**src/rtl/gpio_sram_shifter_if.sv**
```systemverilog
// Bundles the serial command/readback signals between a host-side driver and the shifter.
interface gpio_sram_shifter_if #(
    parameter int PKT_W  = 86,
    parameter int DATA_W = 64
);
    logic              frame_start;
    logic              ser_in;
    logic              ser_valid;
    logic [DATA_W-1:0] sram_data;
    logic [PKT_W-1:0]  packet;
    logic              packet_valid;
    logic              ser_out;
    logic              ser_out_valid;
    logic              busy;
    logic              frame_err;

    modport master (
        output frame_start, ser_in, ser_valid, sram_data,
        input  packet, packet_valid, ser_out, ser_out_valid, busy, frame_err
    );

    modport slave (
        input  frame_start, ser_in, ser_valid, sram_data,
        output packet, packet_valid, ser_out, ser_out_valid, busy, frame_err
    );
endinterface

```
**src/rtl/gpio_sram_shifter.sv**
```systemverilog
// Serial-in command packet assembler with delayed SRAM readback capture and serial-out.
// Frame: shift in PKT_W bits, issue packet, wait, capture readback, shift out DATA_W bits.
module gpio_sram_shifter #(
    parameter int PKT_W       = 86,
    parameter int DATA_W      = 64,
    parameter int WAIT_CYCLES = 4
) (
    input  logic               clk,
    input  logic               reset,
    gpio_sram_shifter_if.slave bus
);
    localparam int MAX_LEN = (PKT_W > DATA_W) ? PKT_W : DATA_W;
    localparam int CNT_W   = ($clog2(MAX_LEN + 1) > 8) ? $clog2(MAX_LEN + 1) : 8;

    localparam logic [CNT_W-1:0] LAST_IN   = CNT_W'(PKT_W - 1);
    localparam logic [CNT_W-1:0] LAST_WAIT = CNT_W'(WAIT_CYCLES - 1);
    localparam logic [CNT_W-1:0] LAST_OUT  = CNT_W'(DATA_W - 1);

    // Idle packet: SRAM control bits (low field) held inactive-high, opcode field zero.
    localparam logic [PKT_W-1:0] RST_PACKET = {3'b000, {(PKT_W-3){1'b1}}};

    typedef enum logic [2:0] {
        IDLE,
        SHIFT_IN,
        ISSUE,
        WAIT,
        CAPTURE,
        SHIFT_OUT
    } state_t;

    state_t            r_state;
    logic [CNT_W-1:0]  r_cnt;
    logic [PKT_W-1:0]  r_shift;
    logic [DATA_W-1:0] r_out;
    logic [PKT_W-1:0]  r_packet;
    logic              r_packet_valid;
    logic              r_ser_out;
    logic              r_ser_out_valid;
    logic              r_busy;
    logic              r_frame_err;

    logic [PKT_W-1:0]  w_shift_next;

    assign w_shift_next = {r_shift[PKT_W-2:0], bus.ser_in};

    always_ff @(posedge clk) begin
        if (reset) begin
            r_state         <= IDLE;
            r_cnt           <= '0;
            r_shift         <= '0;
            r_out           <= '0;
            r_packet        <= RST_PACKET;
            r_packet_valid  <= 1'b0;
            r_ser_out       <= 1'b0;
            r_ser_out_valid <= 1'b0;
            r_busy          <= 1'b0;
            r_frame_err     <= 1'b0;
        end else begin
            r_packet_valid <= 1'b0;
            r_frame_err    <= 1'b0;

            case (r_state)
                IDLE: begin
                    if (bus.frame_start) begin
                        r_state <= SHIFT_IN;
                        r_cnt   <= '0;
                        r_busy  <= 1'b1;
                    end
                end

                SHIFT_IN: begin
                    // A restart wins over a coincident data bit, which is dropped.
                    if (bus.frame_start) begin
                        r_cnt       <= '0;
                        r_frame_err <= 1'b1;
                    end else if (bus.ser_valid) begin
                        r_shift <= w_shift_next;
                        if (r_cnt == LAST_IN) begin
                            r_state        <= ISSUE;
                            r_cnt          <= '0;
                            r_packet       <= w_shift_next;
                            r_packet_valid <= 1'b1;
                        end else begin
                            r_cnt <= r_cnt + 1'b1;
                        end
                    end
                end

                ISSUE: begin
                    r_frame_err <= bus.frame_start;
                    r_state     <= WAIT;
                    r_cnt       <= '0;
                end

                WAIT: begin
                    r_frame_err <= bus.frame_start;
                    if (r_cnt == LAST_WAIT) begin
                        r_state <= CAPTURE;
                        r_cnt   <= '0;
                    end else begin
                        r_cnt <= r_cnt + 1'b1;
                    end
                end

                CAPTURE: begin
                    // MSB goes straight to the output pin; the rest waits in r_out.
                    r_frame_err     <= bus.frame_start;
                    r_state         <= SHIFT_OUT;
                    r_cnt           <= '0;
                    r_out           <= {bus.sram_data[DATA_W-2:0], 1'b0};
                    r_ser_out       <= bus.sram_data[DATA_W-1];
                    r_ser_out_valid <= 1'b1;
                end

                SHIFT_OUT: begin
                    r_frame_err <= bus.frame_start;
                    if (r_cnt == LAST_OUT) begin
                        r_state         <= IDLE;
                        r_cnt           <= '0;
                        r_ser_out       <= 1'b0;
                        r_ser_out_valid <= 1'b0;
                        r_busy          <= 1'b0;
                    end else begin
                        r_cnt     <= r_cnt + 1'b1;
                        r_ser_out <= r_out[DATA_W-1];
                        r_out     <= {r_out[DATA_W-2:0], 1'b0};
                    end
                end

                default: begin
                    r_state         <= IDLE;
                    r_cnt           <= '0;
                    r_ser_out       <= 1'b0;
                    r_ser_out_valid <= 1'b0;
                    r_busy          <= 1'b0;
                end
            endcase
        end
    end

    assign bus.packet        = r_packet;
    assign bus.packet_valid  = r_packet_valid;
    assign bus.ser_out       = r_ser_out;
    assign bus.ser_out_valid = r_ser_out_valid;
    assign bus.busy          = r_busy;
    assign bus.frame_err     = r_frame_err;

endmodule

```
**src/flat_wrapper.sv**
```systemverilog
// flat-port wrapper written by rule: the top's interface ports become plain ports
module gpio_sram_shifter_flat 
#(
    parameter int PKT_W       = 86,
    parameter int DATA_W      = 64,
    parameter int WAIT_CYCLES = 4
)
  (clk, reset, bus_frame_start, bus_ser_in, bus_ser_valid, bus_sram_data, bus_packet, bus_packet_valid, bus_ser_out, bus_ser_out_valid, bus_busy, bus_frame_err);
  gpio_sram_shifter_if #(.PKT_W(PKT_W), .DATA_W(DATA_W)) bus_i ();
  input  logic clk;
  input  logic reset;
  input wire logic [$bits(bus_i.frame_start)-1:0] bus_frame_start;
  input wire logic [$bits(bus_i.ser_in)-1:0] bus_ser_in;
  input wire logic [$bits(bus_i.ser_valid)-1:0] bus_ser_valid;
  input wire logic [$bits(bus_i.sram_data)-1:0] bus_sram_data;
  output wire logic [$bits(bus_i.packet)-1:0] bus_packet;
  output wire logic [$bits(bus_i.packet_valid)-1:0] bus_packet_valid;
  output wire logic [$bits(bus_i.ser_out)-1:0] bus_ser_out;
  output wire logic [$bits(bus_i.ser_out_valid)-1:0] bus_ser_out_valid;
  output wire logic [$bits(bus_i.busy)-1:0] bus_busy;
  output wire logic [$bits(bus_i.frame_err)-1:0] bus_frame_err;
  assign bus_i.frame_start = bus_frame_start;
  assign bus_i.ser_in = bus_ser_in;
  assign bus_i.ser_valid = bus_ser_valid;
  assign bus_i.sram_data = bus_sram_data;
  assign bus_packet = bus_i.packet;
  assign bus_packet_valid = bus_i.packet_valid;
  assign bus_ser_out = bus_i.ser_out;
  assign bus_ser_out_valid = bus_i.ser_out_valid;
  assign bus_busy = bus_i.busy;
  assign bus_frame_err = bus_i.frame_err;
  gpio_sram_shifter #(.PKT_W(PKT_W), .DATA_W(DATA_W), .WAIT_CYCLES(WAIT_CYCLES)) u_core (.clk(clk), .reset(reset), .bus(bus_i));
endmodule
```
**config.mk**
```make
export PLATFORM = sky130hd
export DESIGN_NAME = gpio_sram_shifter_flat
export DESIGN_NICKNAME = d
export VERILOG_FILES = /design/src/rtl/gpio_sram_shifter_if.sv /design/src/rtl/gpio_sram_shifter.sv /design/src/flat_wrapper.sv
export SDC_FILE = /design/constraint.sdc
export NUM_CORES = 1
export LEC_CHECK = 0
export CELL_PAD_IN_SITES_DETAIL_PLACEMENT = 0
export CELL_PAD_IN_SITES_GLOBAL_PLACEMENT = 1
export CORE_UTILIZATION = 30
export CTS_BUF_LIST = sky130_fd_sc_hd__clkbuf_4
export CTS_CLUSTER_SIZE = 30
export DETAILED_ROUTE_END_ITERATION = 7
export GPL_ROUTABILITY_DRIVEN = 0
export GPL_TIMING_DRIVEN = 0
export PLACE_DENSITY_LB_ADDON = 0.1
export SYNTH_ARGS = -nofsm -noshare
export SYNTH_HDL_FRONTEND = slang
export SYNTH_SLANG_ARGS = --single-unit
```
**constraint.sdc**
```tcl
create_clock -name clk -period 5.1 [get_ports clk]
set_input_delay 0.51 -clock clk [delete_from_list [all_inputs] [get_ports clk]]
set_output_delay 0.51 -clock clk [all_outputs]
set_load 0.005 [all_outputs]
```
Word-level counts from Yosys, hierarchy flattened:

Index checks and enable logic that the tools add are counted.

* register bits: 251
* input bits: 69
* output and inout bits: 91
* bits in read-only memories: 0
* RAM bits: 0
* bits in latches: 0
* memories kept: 0

* divide/modulo/power cells: 0
* equal/unequal tests: 16
* add/subtract/negate cells: 1
* bitwise operators: 5
* multiplexer cells: 25
* reduce and logical (&&, ||, !) cells: 13
* shift-type cells: 0
* magnitude comparators: 0
* multipliers: 0

Operator list (number)
* 64-bit one-hot mux with 2 select lines: 1
* 64-bit 2-to-1 mux: 1
* 8-bit 2-to-1 mux: 6
* 8-bit one-hot mux with 4 select lines: 1
* 3-bit 2-to-1 mux: 6
* 3-bit one-hot mux with 6 select lines: 1
* 4-bit OR reduction: 4
* 1-bit one-hot mux with 3 select lines: 3
* 8-bit by 1-bit adder with 8-bit output, second input constant: 1
* 8-bit by 2-bit == test with 1-bit output, second input constant: 1
* 8-bit by 6-bit == test with 1-bit output, second input constant: 1
* 8-bit by 7-bit == test with 1-bit output, second input constant: 1
* 2-bit inequality test, second input constant: 4
* 3-bit by 2-bit == test with 1-bit output, second input constant: 2
* 3-bit == test, second input constant: 2
* 2-bit by 1-bit inequality test with 1-bit output, second input constant: 3
* 2-bit AND reduction: 3
* 3-bit AND reduction: 2
* 6-bit AND reduction: 1
* 1-bit 2-to-1 mux: 5
* 1-bit inverter: 5
* 4-bit AND reduction: 1
* 3-bit by 1-bit == test with 1-bit output, second input constant: 1
* 3-bit logical NOT: 1
* 3 further kinds: 3

Logic depth before layout (Yosys ltp):

Gate-level depths: netlist of run 1.

* depth after elaboration: 5
* mapped depth: 10

Worst setup path after synthesis of run 1:

OpenSTA, ideal clock, no wires.

* path kind: register to register
* from: reg u_core.r_cnt[0]
* to: reg u_core.r_out[23]
* data arrival time: 1.544 ns
* cell stages (with the launch flop): 7
* buffers on the path: 2
* required time: 4.954 ns
* slack: 3.409 ns
* cell sequence: dfxtp_1 ha_1 and4bb_1 a31oi_4 buf_6 buf_6 a211oi_2

* longest elaborated chain between the ends: 3

Ends and longest elaborated chain
* start, declared: line gpio_sram_shifter.sv:32 `logic [CNT_W-1:0] r_cnt;`
* start signal, assigned: line gpio_sram_shifter.sv:84 `r_cnt <= r_cnt + 1'b1;`
* start signal, assigned: line gpio_sram_shifter.sv:101 `r_cnt <= r_cnt + 1'b1;`
* start signal, assigned: line gpio_sram_shifter.sv:124 `r_cnt <= r_cnt + 1'b1;`
* 8-bit by 6-bit == test with 1-bit output: line gpio_sram_shifter.sv:117 `if (r_cnt == LAST_OUT) begin`
* 2-bit inequality test (no line)
* 2-bit AND reduction (no line)
* end signal, assigned: line gpio_sram_shifter.sv:110 `r_out <= {bus.sram_data[DATA_W-2:0], 1'b0};`
* end signal, assigned: line gpio_sram_shifter.sv:126 `r_out <= {r_out[DATA_W-2:0], 1'b0};`
* end, declared: line gpio_sram_shifter.sv:34 `logic [DATA_W-1:0] r_out;`

Every way passes these cells.
A chain may end at the register's enable or synchronous reset.

Worst setup path after layout of run 1:

* from: in bus_frame_start
* to: reg u_core.r_packet[81] (netlist: u_core.bus.packet[81])

* longest elaborated chain between the ends: 2

Ends and longest elaborated chain
* start, declared: line flat_wrapper.sv:12 `input wire logic [$bits(bus_i.frame_start)-1:0] bus_frame_start;`
* 1-bit inverter (no line)
* 4-bit AND reduction (no line)
* end signal, assigned: line gpio_sram_shifter.sv:81 `r_packet <= w_shift_next;`
* end, declared: line gpio_sram_shifter.sv:35 `logic [PKT_W-1:0] r_packet;`

Every way passes these cells.

==> results of run 1 <==
-- metrics by stage --
stage               hold WS (ns)  worst slack (ns)  instance area (um2)
floorplan                  0.432              3.41                 9920
global placement           0.443              2.02                12100
detailed placement         0.448              2.01                12100
CTS                        0.445              2.63                12900
global route               0.453              2.51                12900
finish                     0.450              2.70                12900
-- Yosys cell counts (2+ instances only) --
master    count  area, um2
a211oi_2     63        788
a21oi_1      95        475
and3_1        3       18.8
and4_1        2       17.5
buf_2        18       90.1
buf_4         9       67.6
buf_6        23        259
clkbuf_1     40        150
dfxtp_1     250       5000
ha_1          2       25.0
inv_1         5       18.8
mux2i_1      61        611
nand2_1     348       1310
nand3_1      84        420
nand4_1       5       31.3
nor2_1       79        297
o21ai_0       3       15.0
xor2_1        5       43.8
-- report_power, final --
part	switching, W	internal (W)	total (W)
clock	0.000838	0.00102	0.00186
combinational	0.0000912	0.0000732	0.000164
sequential	0.00000213	0.00196	0.00196
total	0.000932	0.00305	0.00398
-- layout make-up --
cell class	instances	share of cell area, %
Tap cell	442	4.27
Inverter	5	0.145
Clock inverter	16	0.918
Timing Repair Buffer	158	12.2
Antenna cell	1	0.0193
Sequential cell	250	38.7
Buffer	90	4.38
Clock buffer	103	5.97
Multi-Input combinational cell	778	33.4
-- state kept, by name, indices dropped and copies added (netlist names), 3 cells and up --
signal             flops
u_core.r_cnt           8
u_core.r_shift        85
u_core.r_out          63
u_core.bus.packet     86
u_core.r_state         3
-- logic make-up (layout without fill, tap and decap cells) --
kind of cell / Yosys count / in the layout / synth area share [%]
buf+inv: 95 / 372 / 5.90
compound gates: 176 / 176 / 14.4
other cells: 0 / 1 / 0
mux: 61 / 61 / 6.16
flops: 250 / 250 / 50.5
xor+xnor: 6 / 6 / 0.530
fa+ha+maj: 2 / 2 / 0.252
simple gates: 533 / 533 / 22.2
-- how the worst max path moves through the flow --
stage / start / endpoint / depth (start not counted)
after detailed placement: bus_frame_start / u_core.bus.packet[73] / 7
after CTS: u_core.r_cnt[0] / u_core.bus.packet[81] / 8
after floorplan: u_core.r_cnt[0] / u_core.r_out[23] / 6
after global placement: bus_frame_start / u_core.bus.packet[73] / 7
final: bus_frame_start / u_core.bus.packet[81] / 7
after global routing: u_core.r_cnt[0] / u_core.bus.packet[79] / 8
-- metal layers --
layer | global-route usage [%] | vias up | share of wire, %
li1 | - | 4269 | -
met1 | 20.4 | 3783 | 48
met2 | 24.4 | 208 | 43
met3 | 4.44 | 56 | 6.5
met4 | 6.37 | 0 | 2.3
met5 | 0 | - | 0
-- worst reg2reg max path, delay by kind of cell, from the launching register on --
kind	cells	cell delay [ns]
flip-flops	1	0.39
AND/OR/NAND/NOR	4	0.87
adder cells (fa/ha/maj)	1	0.16
buffers and inverters	3	0.81
==> summary.md, run 1 <==
| Metric | Value |
|---|---|
| Overall Global Routing Usage | `between 10% and 20%` |
| Post-Synthesis Mean Instance Area | `8.83 um2` |
| CTS tree | `done` |
| Clk Latency, worst-skew pair | `0.66 ns` |
| Worst-Margin Slew | `about 0.8 ns` |
| Fmax | `about 0.42 GHz` |
| Initial DRC Count | `about 340` |
| Synth Cell Area | `just under 0.01 mm2` |
| GRT overflow | `0` |
| CP dominant cell by count | `buf_2` |
| Fill cells | `between 3000 and 4000` |
| Share of cells above drive strength 1 | `16.4%` |
| Hold depth | `2` |
| Placed cells | `roughly 1700` |
| Max stage delay on crit path | `roughly 0.6 ns` |
| Router iterations before antenna repair | `4` |
| Tot Pwr | `between 0.003 and 0.004 W` |
| DRC violations left | `0` |
| Arrival time at the worst endpoint | `2.88 ns` |
| Initial Utilization | `between 30% and 40%` |
| Hold WC Path Type | `flip-flop to flip-flop` |
| Yosys warning count | `0` |
| Cells along the critical path | `clkdlybuf4s50_1 -> nor4b_4 -> nand4_1 -> buf_2 -> buf_2 -> nand2_1 -> nand3_1` |
| Worst hold start | `u_core.r_shift[84]` |
| # hold bufs at CTS | `0` |
| Register area share after synthesis | `50.5%` |
| R2r setup slk | `2.70 ns` |
| Max-cap violations | `0` |
| Vias in the first global route | `between 8000 and 9000` |
| Global-route wire length before repair | `~43 mm` |
| Required @ worst endpoint | `roughly 5.6 ns` |
| Die X | `between 150 and 200 um` |
| P_leak | `roughly 5.3 nW` |
| Area of the multi-input gates | `about 0.0043 mm2` |
| Number of flops mapped to enable cells by yosys | `0` |
| Most common library cell in the layout ignoring fill and taps | `nand2_1` |
| Final setup violating endpoints | `0` |
| Root buffer cell | `clkbuf_4` |
| Core ar. | `roughly 0.033 mm2` |
| Power Density | `between 300 and 400 mW/mm2` |
| RSZ-0062 raised after global routing | `no` |
| Initial antenna violation count | `1` |
| Post-layout min period | `roughly 2.4 ns` |
| Buffers & Inverters on Critical Path | `3` |
| I/O Buffers | `~160` |
| Critical path capture point type | `flip-flop` |
| Final core utilization | `about two fifths` |
| Clock Skews | `between 0.03 and 0.04 ns` |
| Vert. Die Dim | `roughly 180 um` |
| Post-DR vias/cell | `roughly 4.5` |
| Crit Path Class | `primary input to flip-flop` |
| Setup crit start kind | `primary input` |
| Post-Layout Cell Count | `1843` |
| Post-route ant nets | `0` |
| Clk slew on worst S/H paths | `roughly 0.06 ns` |
| Buffers from clock root to sink, at most | `3` |
| Syn Inst Count | `1123` |
| Ys async rst share | `0%` |
| Cts bufs inserted | `74` |
| Gates resized, CTS repair | `0` |
| Pin count of the biggest net entering global routing | `11` |
| Status | `completed` |
| Setup TNS | `0 ns` |
| Worst slew margin | `approximately 46%` |
| Post-synth top flop | `dfxtp_1` |
| Slowest stage cell, crit path | `nand4_1` |
| Max Slew Vio Count | `0` |
| DIE AREA | `0.0338 mm2` |
| Clk sinks | `250` |
| Final Cycle Share | `47.1%` |
| DRT Wirelength | `roughly 26 mm` |
| Largest delay share family, worst path | `buffers and inverters` |
| Sequential Area | `0.00500 mm2` |
| Synthesized flop and latch total | `between 200 and 300` |
| Area Growth Syn to Fin | `30.5%` |
| DP HPWL | `17.9 mm` |
| Mapped Nets | `1194` |
| Hold Fails Final Rpt | `0` |
| Most frequent cells in the layout | `348 x nand2_1, 250 x dfxtp_1, 158 x clkdlybuf4s50_1` |
| Worst reg2reg path depth | `8` |
| CP max FO | `10` |
| Reg2reg end | `u_core.bus.packet[81]` |
| Hold Path End | `u_core.bus.packet[85]` |
| NumNets Final | `roughly 1400` |
| Via count | `a little over 8000` |
| Yosys cell types | `46` |
| Site row count | `66` |
| Worst VDD drop | `0.000116 V` |
| Critical R2R Launch | `u_core.r_cnt[0]` |
| H-tree depth | `3` |
| WL/cell | `about 14 um` |
| # IOs | `160` |
| Postcts setup bufs | `0` |
No activity file was read; power rests on OpenSTA's default activity.
==> run 2: changes to the inputs <==
==> constraint.sdc (replaced) <==
create_clock -name clk -period 2.4 [get_ports clk]
set_input_delay 0.24 -clock clk [delete_from_list [all_inputs] [get_ports clk]]
set_output_delay 0.24 -clock clk [all_outputs]
set_load 0.005 [all_outputs]
==> summary.md, run 2 (same netlist as run 1, synthesis figures left out) <==
| Metric | Value |
|---|---|
| Switching Fraction | `23.4% (about the same)` |
| Clk network pwr share | `46.7% (about the same)` |
| Max stage delay on crit path | `0.52 ns (was 0.60 ns)` |
| # IOs | `160 (unchanged)` |
| CP max FO | `7 (was 10)` |
| Status | `completed (unchanged)` |
| GRT overflow | `0 (unchanged)` |
| RSZ-0062 raised after global routing | `no (unchanged)` |
| Max reg flops | `86 (unchanged)` |
| Combinational power share | `4.1% (about the same)` |
| Worst VDD drop | `0.000247 V (was 0.000116 V)` |
| Max-cap violations | `0 (unchanged)` |
| DP HPWL | `17.9 mm (unchanged)` |
| Required @ worst endpoint | `2.90 ns (was 5.58 ns)` |
| Sequential power share | `49.2% (about the same)` |
| Initial antenna violation count | `1 (unchanged)` |
| DIE AREA | `0.0338 mm2 (unchanged)` |
| I/O Buffers | `158 (unchanged)` |
| Post-layout min period | `2.06 ns` |
| Overall Global Routing Usage | `15.7% (about the same)` |
| Post-DR vias/cell | `4.50 (was 4.51)` |
| Critical path capture point type | `flip-flop (unchanged)` |
| Final Cycle Share | `85.7%` |
| Buffers from clock root to sink, at most | `3 (unchanged)` |
| Cts bufs inserted | `74 (unchanged)` |
| P_leak | `5.31 nW (was 5.30 nW)` |
| Vert. Die Dim | `184 um (unchanged)` |
| Arrival time at the worst endpoint | `2.55 ns (was 2.88 ns)` |
| Cell internal pwr | `0.00648 W (was 0.00305 W)` |
| Clk Latency, worst-skew pair | `0.66 ns (about the same)` |
| Router iterations before antenna repair | `4 (unchanged)` |
| Clk sinks | `250 (unchanged)` |
| Initial Utilization | `30.5% (unchanged)` |
| Max Slew Vio Count | `0 (unchanged)` |
| Clk slew on worst S/H paths | `0.06 ns (about the same)` |
| Most common library cell in the layout ignoring fill and taps | `nand2_1 (unchanged)` |
| Core ar. | `0.0325 mm2 (unchanged)` |
| Power Density | `653 mW/mm2 (was 308 mW/mm2)` |
| Initial DRC Count | `305 (was 343)` |
| Fmax | `between 0.4 and 0.5 GHz` |
| Clock Skews | `0.0364 ns (was 0.0377 ns)` |
| Largest delay share family, worst path | `compound AO/OA/AOI/OAI gates (was buffers and inverters)` |
| DRT Wirelength | `26.3 mm (about the same)` |
| Worst-Margin Slew | `0.803 ns (was 0.813 ns)` |
| # hold bufs at CTS | `0 (unchanged)` |
| Cells along the critical path | `ha_1 -> nor4b_1 -> a21boi_2 -> o31ai_4 -> nor2_1 (was clkdlybuf4s50_1 -> nor4b_4 -> nand4_1 -> buf_2 -> buf_2 -> nand2_1 -> nand3_1)` |
| CTS tree | `done (unchanged)` |
| Vias in the first global route | `8416 (was 8408)` |
| Slowest stage cell, crit path | `nor4b_1 (was nand4_1)` |
| Worst slew margin | `46.4% (was 45.8%)` |
| Final setup violating endpoints | `0 (unchanged)` |
| H-tree depth | `3 (unchanged)` |
| Setup crit start kind | `flip-flop (was primary input)` |
| Crit Path Class | `flip-flop to flip-flop (was primary input to flip-flop)` |
| Most frequent cells in the layout | `348 x nand2_1, 250 x dfxtp_1, 158 x clkdlybuf4s50_1 (unchanged)` |
| Gates resized, CTS repair | `0 (unchanged)` |
| Post-route ant nets | `0 (unchanged)` |
| Hold WC Path Type | `primary input to flip-flop (was flip-flop to flip-flop)` |
| Root buffer cell | `clkbuf_4 (unchanged)` |
| DRC violations left | `0 (unchanged)` |
| NumNets Final | `1430 (was 1428)` |
| WL/cell | `14.3 um (about the same)` |
| Placed cell area | `0.0121 mm2 (unchanged)` |
| Pin count of the biggest net entering global routing | `11 (unchanged)` |
| Share of cells above drive strength 1 | `16.5% (was 16.4%)` |
| Global-route wire length before repair | `42.7 mm (about the same)` |
| Fin area | `0.0130 mm2 (was 0.0129 mm2)` |
| Area Growth Syn to Fin | `30.7% (was 30.5%)` |
| Postcts setup bufs | `2 (was 0)` |
| Site row count | `66 (unchanged)` |
| Hold Fails Final Rpt | `0 (unchanged)` |
| Fill cells | `3429 (unchanged)` |
| Sw Pwr | `0.00198 W (was 0.000932 W)` |
| Final hold slack | `0.253 ns (was 0.450 ns)` |
| Buffers & Inverters on Critical Path | `0 (was 3)` |
| Die X | `184 um (unchanged)` |
| Via count | `8306 (was 8316)` |
==> run 2: changes by cell type in the layout (fill, tap and decap cells not counted), sizes merged <==
cell  delta
buf      +2
==> run 2: power by group through the flow <==
stage	registers [W]	clock network, W	logic, W
2_1_floorplan	0.00425	0	0.000167
3_3_place_gp	0.00425	0	0.000359
3_5_place_dp	0.00425	0	0.000355
4_1_cts	0.00416	0.00415	0.000358
5_1_grt	0.00416	0.00438	0.000383
6_report	0.00416	0.00395	0.000349
==> run 2: path summary, 6_finish.rpt <==
kind	cells past startpoint	from	endpoint	slack, ns
max reg2reg	5	u_core.r_cnt[0]	u_core.r_cnt[5]	0.34
max	5	u_core.r_cnt[0]	u_core.r_cnt[5]	0.34
min reg2reg	2	u_core.r_shift[84]	u_core.bus.packet[85]	0.45
min	3	bus_ser_in	u_core.r_shift[0]	0.25
==> run 2: layout make-up <==
class	count	area (um2)	share of cell area [%]
Clock buffer	103	773	5.97
Antenna cell	1	2.50	0.0193
Inverter	5	18.8	0.145
Multi-Input combinational cell	778	4330	33.4
Clock inverter	16	119	0.917
Tap cell	442	553	4.27
Timing Repair Buffer	160	1600	12.3
Buffer	90	567	4.37
Sequential cell	250	5000	38.6
==> run 2: stage by stage <==
stage,instances,utilization (%),power (W),setup slack [ns],setup TNS (ns)
finish,1845,39.8,0.00846,0.344,0
global route,1845,39.8,0.00892,0.233,0
CTS,1844,39.8,0.00867,0.346,0
detailed placement,1723,37.0,0.00461,-0.422,-23.66
global placement,1723,37.0,0.00461,-0.410,-23.31
floorplan,1123,-,0.00442,0.709,0
==> run 2: worst min-delay path, cell delays in order <==
cell and delay, ns:
clkdlybuf4s50_1 0.47, nand2_1 0.09, a21oi_1 0.05
==> run 2: per-layer routing <==
metal | vias up | track usage, % | wire [um]
met1 | 3774 | 20.4 | 12800
li1 | 4275 | - | -
met2 | 201 | 24.4 | 11300
met5 | - | 0 | 0
met4 | 0 | 6.37 | 611
met3 | 56 | 4.46 | 1700
